**config.mk**
```make
export PLATFORM = sky130hd
export DESIGN_NAME = memory_arbiter
export DESIGN_NICKNAME = d
export VERILOG_FILES = /design/src/rtl/memory_arbiter.sv
export SDC_FILE = /design/constraint.sdc
export NUM_CORES = 1
export LEC_CHECK = 0
export CORE_AREA = 2 2 103 105
export DETAILED_ROUTE_END_ITERATION = 12
export DIE_AREA = 0 0 105 107
export GPL_ROUTABILITY_DRIVEN = 0
export SYNTH_ARGS = -nofsm -noshare
export SYNTH_HDL_FRONTEND = slang
export SYNTH_SLANG_ARGS = --single-unit
```
**constraint.sdc**
```tcl
create_clock -name CLK -period 2.9 [get_ports CLK]
set_input_delay 0.58 -clock CLK [delete_from_list [all_inputs] [get_ports CLK]]
set_output_delay 0.58 -clock CLK [all_outputs]
set_load 0.05 [all_outputs]
```
**src/rtl/memory_arbiter.sv**
```systemverilog
// memory_arbiter: shares one RAM port between instruction fetch and data access, data first.
// Define MEMORY_ARBITER_STARVE_GUARD_EN to force a fetch grant after STARVE_MAX data grants.
module memory_arbiter #(
    parameter int ADDR_W     = 32,
    parameter int DATA_W     = 32,
    parameter int STARVE_MAX = 4
) (
    input  logic              CLK,
    input  logic              nRST,
    input  logic              iREN,
    input  logic [ADDR_W-1:0] iaddr,
    output logic              iwait,
    output logic [DATA_W-1:0] iload,
    input  logic              dREN,
    input  logic              dWEN,
    input  logic [ADDR_W-1:0] daddr,
    input  logic [DATA_W-1:0] dstore,
    output logic              dwait,
    output logic [DATA_W-1:0] dload,
    output logic              ram_ren,
    output logic              ram_wen,
    output logic [ADDR_W-1:0] ram_addr,
    output logic [DATA_W-1:0] ram_store,
    input  logic [DATA_W-1:0] ram_load,
    input  logic              ram_ready
);
    typedef enum logic [1:0] {IDLE, IACC, DACC} state_t;
    state_t state, next_state;
    logic dreq, istarve;
    assign dreq = dREN | dWEN;
`ifdef MEMORY_ARBITER_STARVE_GUARD_EN
    localparam int CW = ($clog2(STARVE_MAX + 1) > 3) ? $clog2(STARVE_MAX + 1) : 3;
    logic [CW-1:0] starve_cnt;
    assign istarve = iREN && (starve_cnt == CW'(STARVE_MAX));
    // Counts data grants won while a fetch was waiting; reset by any fetch grant or idle fetch port.
    always_ff @(posedge CLK or negedge nRST) begin
        if (!nRST)
            starve_cnt <= '0;
        else if (state == IDLE) begin
            if (!iREN || next_state == IACC)
                starve_cnt <= '0;
            else if (next_state == DACC)
                starve_cnt <= starve_cnt + 1'b1;
        end
    end
`else
    assign istarve = 1'b0;
`endif
    always_ff @(posedge CLK or negedge nRST) begin
        if (!nRST)
            state <= IDLE;
        else
            state <= next_state;
    end
    always_comb begin
        next_state = state;
        iwait      = 1'b1;
        dwait      = 1'b1;
        iload      = '0;
        dload      = '0;
        ram_ren    = 1'b0;
        ram_wen    = 1'b0;
        ram_addr   = '0;
        ram_store  = '0;
        case (state)
            IDLE: next_state = (dreq && !istarve) ? DACC : iREN ? IACC : IDLE;
            IACC: begin
                ram_addr   = iaddr;
                ram_ren    = iREN;
                iwait      = !(iREN && ram_ready);
                iload      = (iREN && ram_ready) ? ram_load : '0;
                next_state = (!iREN || ram_ready) ? IDLE : IACC;
            end
            DACC: begin
                ram_addr   = daddr;
                ram_store  = dstore;
                ram_wen    = dWEN;
                ram_ren    = dREN && !dWEN;
                dwait      = !(dreq && ram_ready);
                dload      = (dREN && !dWEN && ram_ready) ? ram_load : '0;
                next_state = (!dreq || ram_ready) ? IDLE : DACC;
            end
            default: next_state = IDLE;
        endcase
    end
endmodule

```
==> Yosys cells after proc, flatten, opt, wreduce, memory -nomap -nowiden <==
Index checks and enable logic that the tools add are counted.
{ "classes": {"n_reduce_logical": 12, "bitwise_logic": 1, "n_lt_le_gt_ge": 0, "div": 0, "shift": 0, "n_mul": 0, "eq_ne": 2, "n_addsub": 0, "n_mux": 15} }
{ "op_table": {"columns": ["operator", "count"], "rows": [
  ["$mux W32", 5],
  ["$pmux W32 S2", 1],
  ["$pmux W2 S3", 1],
  ["$logic_not A1 Y1", 5],
  ["$mux W1", 5],
  ["$logic_and A1 B1 Y1", 4],
  ["$mux W2", 2],
  ["$eq A2 B1 Y1 const B", 1],
  ["$eq A2 B2 Y1 const B", 1],
  ["$logic_not A2 Y1", 1],
  ["$logic_or A1 B1 Y1", 2],
  ["$pmux W1 S2", 1],
  ["$or A1 B1 Y1", 1]
]} }
{ "word_totals": {"latchBits": 0, "register_bits": 2, "romBits": 0, "inputBits": 134, "word_cells": 31, "mem_count": 0, "mem_bits_rw": 0, "out_inout_bits": 132} }

==> Logic depth before layout (Yosys ltp) <==
Gate-level depths: netlist of run 1.
{ "logic_depth": {"word_depth": 5, "depth_mapped": 6, "depth_no_buf": 4} }

==> Worst setup path after synthesis of run 1 <==
OpenSTA, ideal clock, no wires.
{ "synth_timing": {"path_kind": "register to output", "startpoint": "register state[1]", "endpoint": "output ram_ren", "setup_slack_ns": 0.207, "arrival_ns": 2.113, "stages_incl_launch_ff": 7, "n_path_buf": 2, "path_cell_list": "dfrtp_1 > inv_1 > ha_1 > buf_2 > buf_2 > nand2_1 > a21boi_0"} }
{ "synth_between": {"elab_chain_len": 2, "word_cells_on_any_way": 3} }
{ "synth_lines": {"columns": ["element", "line", "text"], "rows": [
  ["start, declared", "28", "state_t state, next_state;"],
  ["start signal, assigned", "53", "state <= next_state;"],
  ["$eq A2 B2 Y1 or $eq A2 B1 Y1 (tied branches)", "65", "case (state)"],
  ["$pmux W1 S2 (*)", "65", null],
  ["end, declared", "20", "output logic ram_ren,"]
]} }
Mark *: on every way between the ends. The rest lies on a longest branch, timed or not.

==> Worst setup path in the final report of run 1 <==
{ "layout_timing": {"startpoint": "input dWEN", "endpoint": "output dload[22]"} }
{ "layout_between": {"elab_chain_len": 5} }
{ "layout_lines": {"columns": ["element", "line", "text"], "rows": [
  ["start, declared", "15", "input logic dWEN,"],
  ["$logic_not A1 Y1", "80", "dload = (dREN && !dWEN && ram_ready) ? ram_load : '0;"],
  ["$logic_and A1 B1 Y1 (2 in a row)", "80", null],
  ["$mux W32", "80", null],
  ["$mux W32", "65", null],
  ["end, declared", "19", "output logic [DATA_W-1:0] dload,"]
]} }
No other way between the ends.

==> flow_metrics.tcl, run 1 <==
set metrics [dict create \
    global_route.usage.total 0.1506 \
    slowest_delay_ps 480 \
    floorplan.initialDensity 0.1355 \
    dp.final_hpwl_um 7946 \
    synth_compound_gate_area_share 0.1958 \
    floorplan.rows 37 \
    worst_max_slew_pin_slew_ps 382.6 \
    cts_repair_resize_count 0 \
    synthCells 206 \
    cts_tree "done" \
    wl_um 8996 \
    detailedRoute.firstPassIterationCount 4 \
    timing.critical_path.cells "clkdlybuf4s50_1 -> and4b_1 -> buf_12 -> and2_1 -> buf_12" \
    num_vias 2429 \
    cts_root_buffer "sky130_fd_sc_hd__clkbuf_8" \
    multi_input_comb_area_mm2 0.001214 \
    kind_of_path_behind_the_tightest_hold_check "in2async" \
    largestRegisters "state: 2 flops" \
    final-max-slew-violation-count 0 \
    first_pass_grt_wire_length_um 13540 \
    rsz0062_at_grt "false" \
    layout.cells.most_common_list "sky130_fd_sc_hd__clkdlybuf4s50_1, sky130_fd_sc_hd__buf_12, sky130_fd_sc_hd__and2_1" \
    synth_simple_gate_area_frac 0.6368 \
    hold_violations 0 \
    synthAdderAreaFrac 0.05489 \
    max_cap_violation_count 0 \
    run_status "finished clean" \
    num_cts_buffers 3 \
    drt_iter0_markers 86 \
    critical_path_required_ps 2320 \
    layout_commonest_cell "sky130_fd_sc_hd__clkdlybuf4s50_1" \
    clock_sinks 2 \
    synth_largest_area_cell "sky130_fd_sc_hd__and2_1" \
    cts_hold_buf 0 \
    drt-wirelength-per-cell_um 15.04 \
    final.fill_count 930 \
    slew_headroom 0.7449 \
    pin_count_of_the_biggest_net_entering_global_routing 34 \
    power_leakage_nw 2.084 \
    dieArea_mm2 0.01124 \
    clockBufferDepth 2 \
    worst_setup_hold_path_clk_slew_ps 30 \
    finalSetupTns_ps 0 \
    worst_clock_skew_ps 3.382 \
    fraction_of_final_layout_cells_sized_beyond_drive_strength_1 0.3102 \
    period_share 0.8654 \
    source_to_sink_clock_delay_at_the_later_pin_of_the_worst_skew_pair_ps 210 \
    syn2layout_area_growth_pct 280.4 \
    arrival_ps 1930 \
    synth.net_count 346 \
    crit_end_element "primary output" \
    grt_remaining_overflow 0 \
    largest_register_ff_count 2 \
    postRouteAntennaNets 0 \
    vias_per_cell 4.062 \
    synth_area_mm2 0.001368 \
    combinational_family_with_the_most_area_after_synthesis "simple AND/OR/NAND/NOR gates" \
    area_share_of_the_largest_cell_type_after_synthesis 0.4437 \
    floorplan.die.height_um 107 \
    postSynthAreaPerCell_um2 6.639 \
    ff_latch_area_um2 50.05 \
    setup-violations-final 0 \
    via_count_of_the_first_global_routing_pass 2500 \
    drc_errors 0 \
    timing.critical_path.from_type "input port" \
    antenna_found_initial 1 \
    top_level_ports 266 \
    postcts_setup_bufs 0 \
    yosysWarnings 0 \
    synth.ff_latch_count 2 \
    startpoint "dWEN" \
    dpl_cell_area_mm2 0.005159 \
    post_synth_xor_area_fraction 0 \
    design.core.area_mm2 0.01009 \
    number_of_distinct_library_cell_variants_in_the_gate_level_netlist_after_synthesis 21 \
    fin_nets 603 \
    vdd_drop_max_uv 320.6 \
    critPathMostFrequentCell "sky130_fd_sc_hd__buf_12" \
    crit_type "in2out" \
    worstPathMaxFanout 32 \
    max_clock_freq_mhz 398.5 \
    largest_reg_by_ff_count "state" \
    synth_seq_area_share 0.03660 \
    total_power_mw 2.051 \
    final_core_utilization 0.5155 \
    final.min_clock_period_ps 2510 \
    crit-reg2reg-launch "state[0]" \
    io_buffer_count 265 \
    yosys-top-cells-area "sky130_fd_sc_hd__and2_1, sky130_fd_sc_hd__a22oi_1, sky130_fd_sc_hd__nor2b_1" \
    synth_mux_area_frac 0 \
    power.density_mw_per_mm2 394.3 \
    die_w_um 105 \
    ctsHtreeMaxLevel 1 \
    critical-path-slowest-cell "sky130_fd_sc_hd__clkdlybuf4s50_1" \
    post-route-cell-area_mm2 0.005202 \
]
[worst max-delay path: cells and delay by family]
kind,cells,cell delay (ps)
simple gates,2,530
buf+inv,3,800
[path summary, 6_finish.rpt]
kind	slack, ps	to	cells after the start
setup reg to reg	1410	state[1]	4
setup / recovery	390	dload[22]	5
min in group CLK	680	state[1]	2
hold reg to reg	680	state[1]	2
max in group asynchronous	2250	state[0]	1
hold / removal	530	state[1]	1
[per-layer routing]
layer / global-route usage / part of all wire / vias to the layer above
met1: 0.1599 / 0.36 / 1084
met2: 0.3001 / 0.55 / 157
met3: 0.03587 / 0.086 / 4
met5: 0 / 0 / -
met4: 0.02952 / 0.0061 / 0
li1: - / - / 1184
[final cells by class]
cell class | instances | area share
Antenna cell | 1 | 0.0004810
Tap cell | 136 | 0.03271
Sequential cell | 2 | 0.009620
Inverter | 3 | 0.002165
Timing Repair Buffer | 272 | 0.7138
Multi-Input combinational cell | 181 | 0.2333
Clock buffer | 3 | 0.007937
[synth_stat cells (all sizes together)]
cell type	n
or3b	1
and3	1
nand2b	3
nand3b	1
clkbuf	9
a21oi	1
and4b	1
nand2	1
nand3	1
buf	11
dfrtp	2
a21boi	1
o211ai	1
nor2	1
nor2b	32
a211oi	1
inv	3
a22oi	32
and2	97
ha	6
[through the flow]
| step | worst slack [ps] | hold slack, ps | std cells |
|---|---|---|---|
| finish | 390.4 | 533.0 | 598 |
| global route | 224.3 | 527.9 | 598 |
| CTS | 382.5 | 531.1 | 597 |
| detailed placement | 382.5 | 676.0 | 594 |
| global placement | 413.0 | 639.0 | 594 |
| floorplan | 206.6 | 284.4 | 206 |
[where the power goes]
part / total, mW / switching (mW) / internal [mW] / leakage [nW]
Clock: 0.108 / 0.0201 / 0.0876 / 0.0216
Sequential: 0.0391 / 0.00577 / 0.0333 / 0.0256
Combinational: 1.90 / 1.04 / 0.861 / 2.04
Total: 2.05 / 1.07 / 0.982 / 2.08
[cells by family after synthesis]
group | Yosys count
flip-flops | 2
buffers and inverters | 23
adder cells (fa/ha/maj) | 6
AO/OA/AOI/OAI | 36
AND/OR/NAND/NOR | 139
Power figures use the tool's default switching activity.
==> run 2, diff against run 1 <==
- RECOVER_POWER: default -> 50
==> run 2 against run 1 <==
  * Combinational power fell by 6%
  * First-iteration DRC count rose by 5.8%
  * Register-to-register slack got worse by 20 ps
  * Clock power barely moved
  * Cell area fell by 3.7%
  * Wire length barely moved
  * Global-route usage did not move
  * Core utilization fell by 1.9 points
  * Fmax fell by 4.3%
  * Setup slack got worse by 110 ps
  * Final cell count did not move
  * Critical endpoint is now ram_addr[19]
==> flow_metrics.tcl, run 2 (synthesis gave the netlist of run 1 again) <==
set metrics [dict create \
    run_status "finished clean" \
    clock_sinks 2 \
    global_route.usage.total 0.1506 \
    largestRegisters "state: 2 flops" \
    top_level_ports 266 \
    postcts_setup_bufs 0 \
    period_share 0.9047 \
    largest_reg_by_ff_count "state" \
    crit-reg2reg-launch "state[0]" \
    wl_um 8988 \
    drt_iter0_markers 91 \
    postRouteAntennaNets 0 \
    num_vias 2413 \
    hold_violations 0 \
    startpoint "state[1]" \
    final.min_clock_period_ps 2624 \
    vdd_drop_max_uv 280.5 \
    syn2layout_area_growth_pct 266.3 \
    critical_path_required_ps 2320 \
    pin_count_of_the_biggest_net_entering_global_routing 34 \
    cts_repair_resize_count 0 \
    drt-wirelength-per-cell_um 15.03 \
    dp.final_hpwl_um 7946 \
    grt_remaining_overflow 0 \
    cts_hold_buf 0 \
    ctsHtreeMaxLevel 1 \
    max_clock_freq_mhz 381.2 \
    antenna_found_initial 1 \
    clockBufferDepth 2 \
    drc_errors 0 \
    worst_clock_skew_ps 3.918 \
    worst_setup_hold_path_clk_slew_ps 30 \
    reg2regPathDepth 4 \
    cts_tree "done" \
    dieArea_mm2 0.01124 \
    slew_headroom 0.5676 \
    first_pass_grt_wire_length_um 13540 \
    dpl_cell_area_mm2 0.005159 \
    floorplan.initialDensity 0.1355 \
    design.core.area_mm2 0.01009 \
    timing.critical_path.from_type "register" \
    r2r_setup_slack_ps 1390 \
    vias_per_cell 4.035 \
    layout.cells.most_common_list "sky130_fd_sc_hd__clkdlybuf4s50_1, sky130_fd_sc_hd__buf_12, sky130_fd_sc_hd__and2_1" \
    crit_type "reg2out" \
    largest_register_ff_count 2 \
    final-max-slew-violation-count 0 \
    post-route-cell-area_mm2 0.005010 \
    setup-violations-final 0 \
    power_leakage_nw 1.953 \
    finalSetupTns_ps 0 \
    source_to_sink_clock_delay_at_the_later_pin_of_the_worst_skew_pair_ps 210 \
    fin_nets 603 \
    power.density_mw_per_mm2 387.0 \
    io_buffer_count 265 \
    fraction_of_final_layout_cells_sized_beyond_drive_strength_1 0.2755 \
    num_cts_buffers 3 \
    arrival_ps 2040 \
    cp-endpoint "ram_addr[19]" \
    worst_max_slew_pin_slew_ps 651.4 \
    worstPathMaxFanout 32 \
    floorplan.rows 37 \
    detailedRoute.firstPassIterationCount 4 \
    rr_endpoint "state[1]" \
    max_cap_violation_count 0 \
    via_count_of_the_first_global_routing_pass 2500 \
    die_w_um 105 \
    cts_root_buffer "sky130_fd_sc_hd__clkbuf_8" \
    floorplan.die.height_um 107 \
    crit_end_element "primary output" \
    layout_commonest_cell "sky130_fd_sc_hd__clkdlybuf4s50_1" \
    rsz0062_at_grt "false" \
    kind_of_path_behind_the_tightest_hold_check "in2async" \
]
-- run 2: cell count changes in the layout (fill, tap and decap cells not counted), sizes merged --
| cell | delta |
|---|---|
| clkbuf | +23 |
| clkdlybuf4s50 | -3 |
| dlygate4sd3 | +3 |
| buf | -23 |
-- run 2: power by group --
part | internal (mW) | switching, mW | total [mW]
registers | 0.0333 | 0.00578 | 0.0391
clock network | 0.0876 | 0.0202 | 0.108
logic | 0.758 | 1.03 | 1.79
-- run 2: metrics by stage --
stage               power (mW)  std cells  worst slack, ps  utilization  hold slack, ps
finish                   1.939        598            276.5       0.4964           601.5
global placement         1.945        594            413.0       0.5112           639.0
CTS                      2.075        597            382.5       0.5152           531.1
global route             2.034        598            125.2       0.4964           597.2
detailed placement       1.959        594            382.5       0.5112           676.0
floorplan                1.042        206            206.6            -           284.4
-- run 2: cell type report --
class / instances / area, µm²
Sequential cell: 2 / 50.05
Clock buffer: 3 / 41.29
Tap cell: 136 / 170.2
Fill cell: 967 / 5082
Antenna cell: 1 / 2.502
Timing Repair Buffer: 272 / 3521
Multi-Input combinational cell: 181 / 1214
Inverter: 3 / 11.26
-- run 2: how the worst min path moves through the flow --
stage	startpoint	endpoint	slack, ps	cells after the start
final	nRST	state[1]	600	1
after global routing	nRST	state[1]	600	1
after CTS	nRST	state[1]	530	1
after detailed placement	state[1]	state[1]	680	2
after global placement	state[1]	state[1]	640	2
after floorplan	nRST	state[0]	280	0
-- run 2: routing by layer --
| layer | part of all wire | vias up | GRT usage |
|---|---|---|---|
| met5 | 0 | - | 0 |
| met4 | 0.012 | 0 | 0.02952 |
| met3 | 0.081 | 6 | 0.03587 |
| met2 | 0.54 | 151 | 0.3001 |
| met1 | 0.37 | 1071 | 0.1599 |
| li1 | - | 1185 | - |
-- run 2: critical path, cell delays in order, from the launching register on --
cell	delay, ps
sky130_fd_sc_hd__dfrtp_1	400
sky130_fd_sc_hd__inv_1	110
sky130_fd_sc_hd__ha_1	200
sky130_fd_sc_hd__buf_4	350
sky130_fd_sc_hd__a22oi_1	120
sky130_fd_sc_hd__nor2b_1	120
sky130_fd_sc_hd__clkbuf_1	510
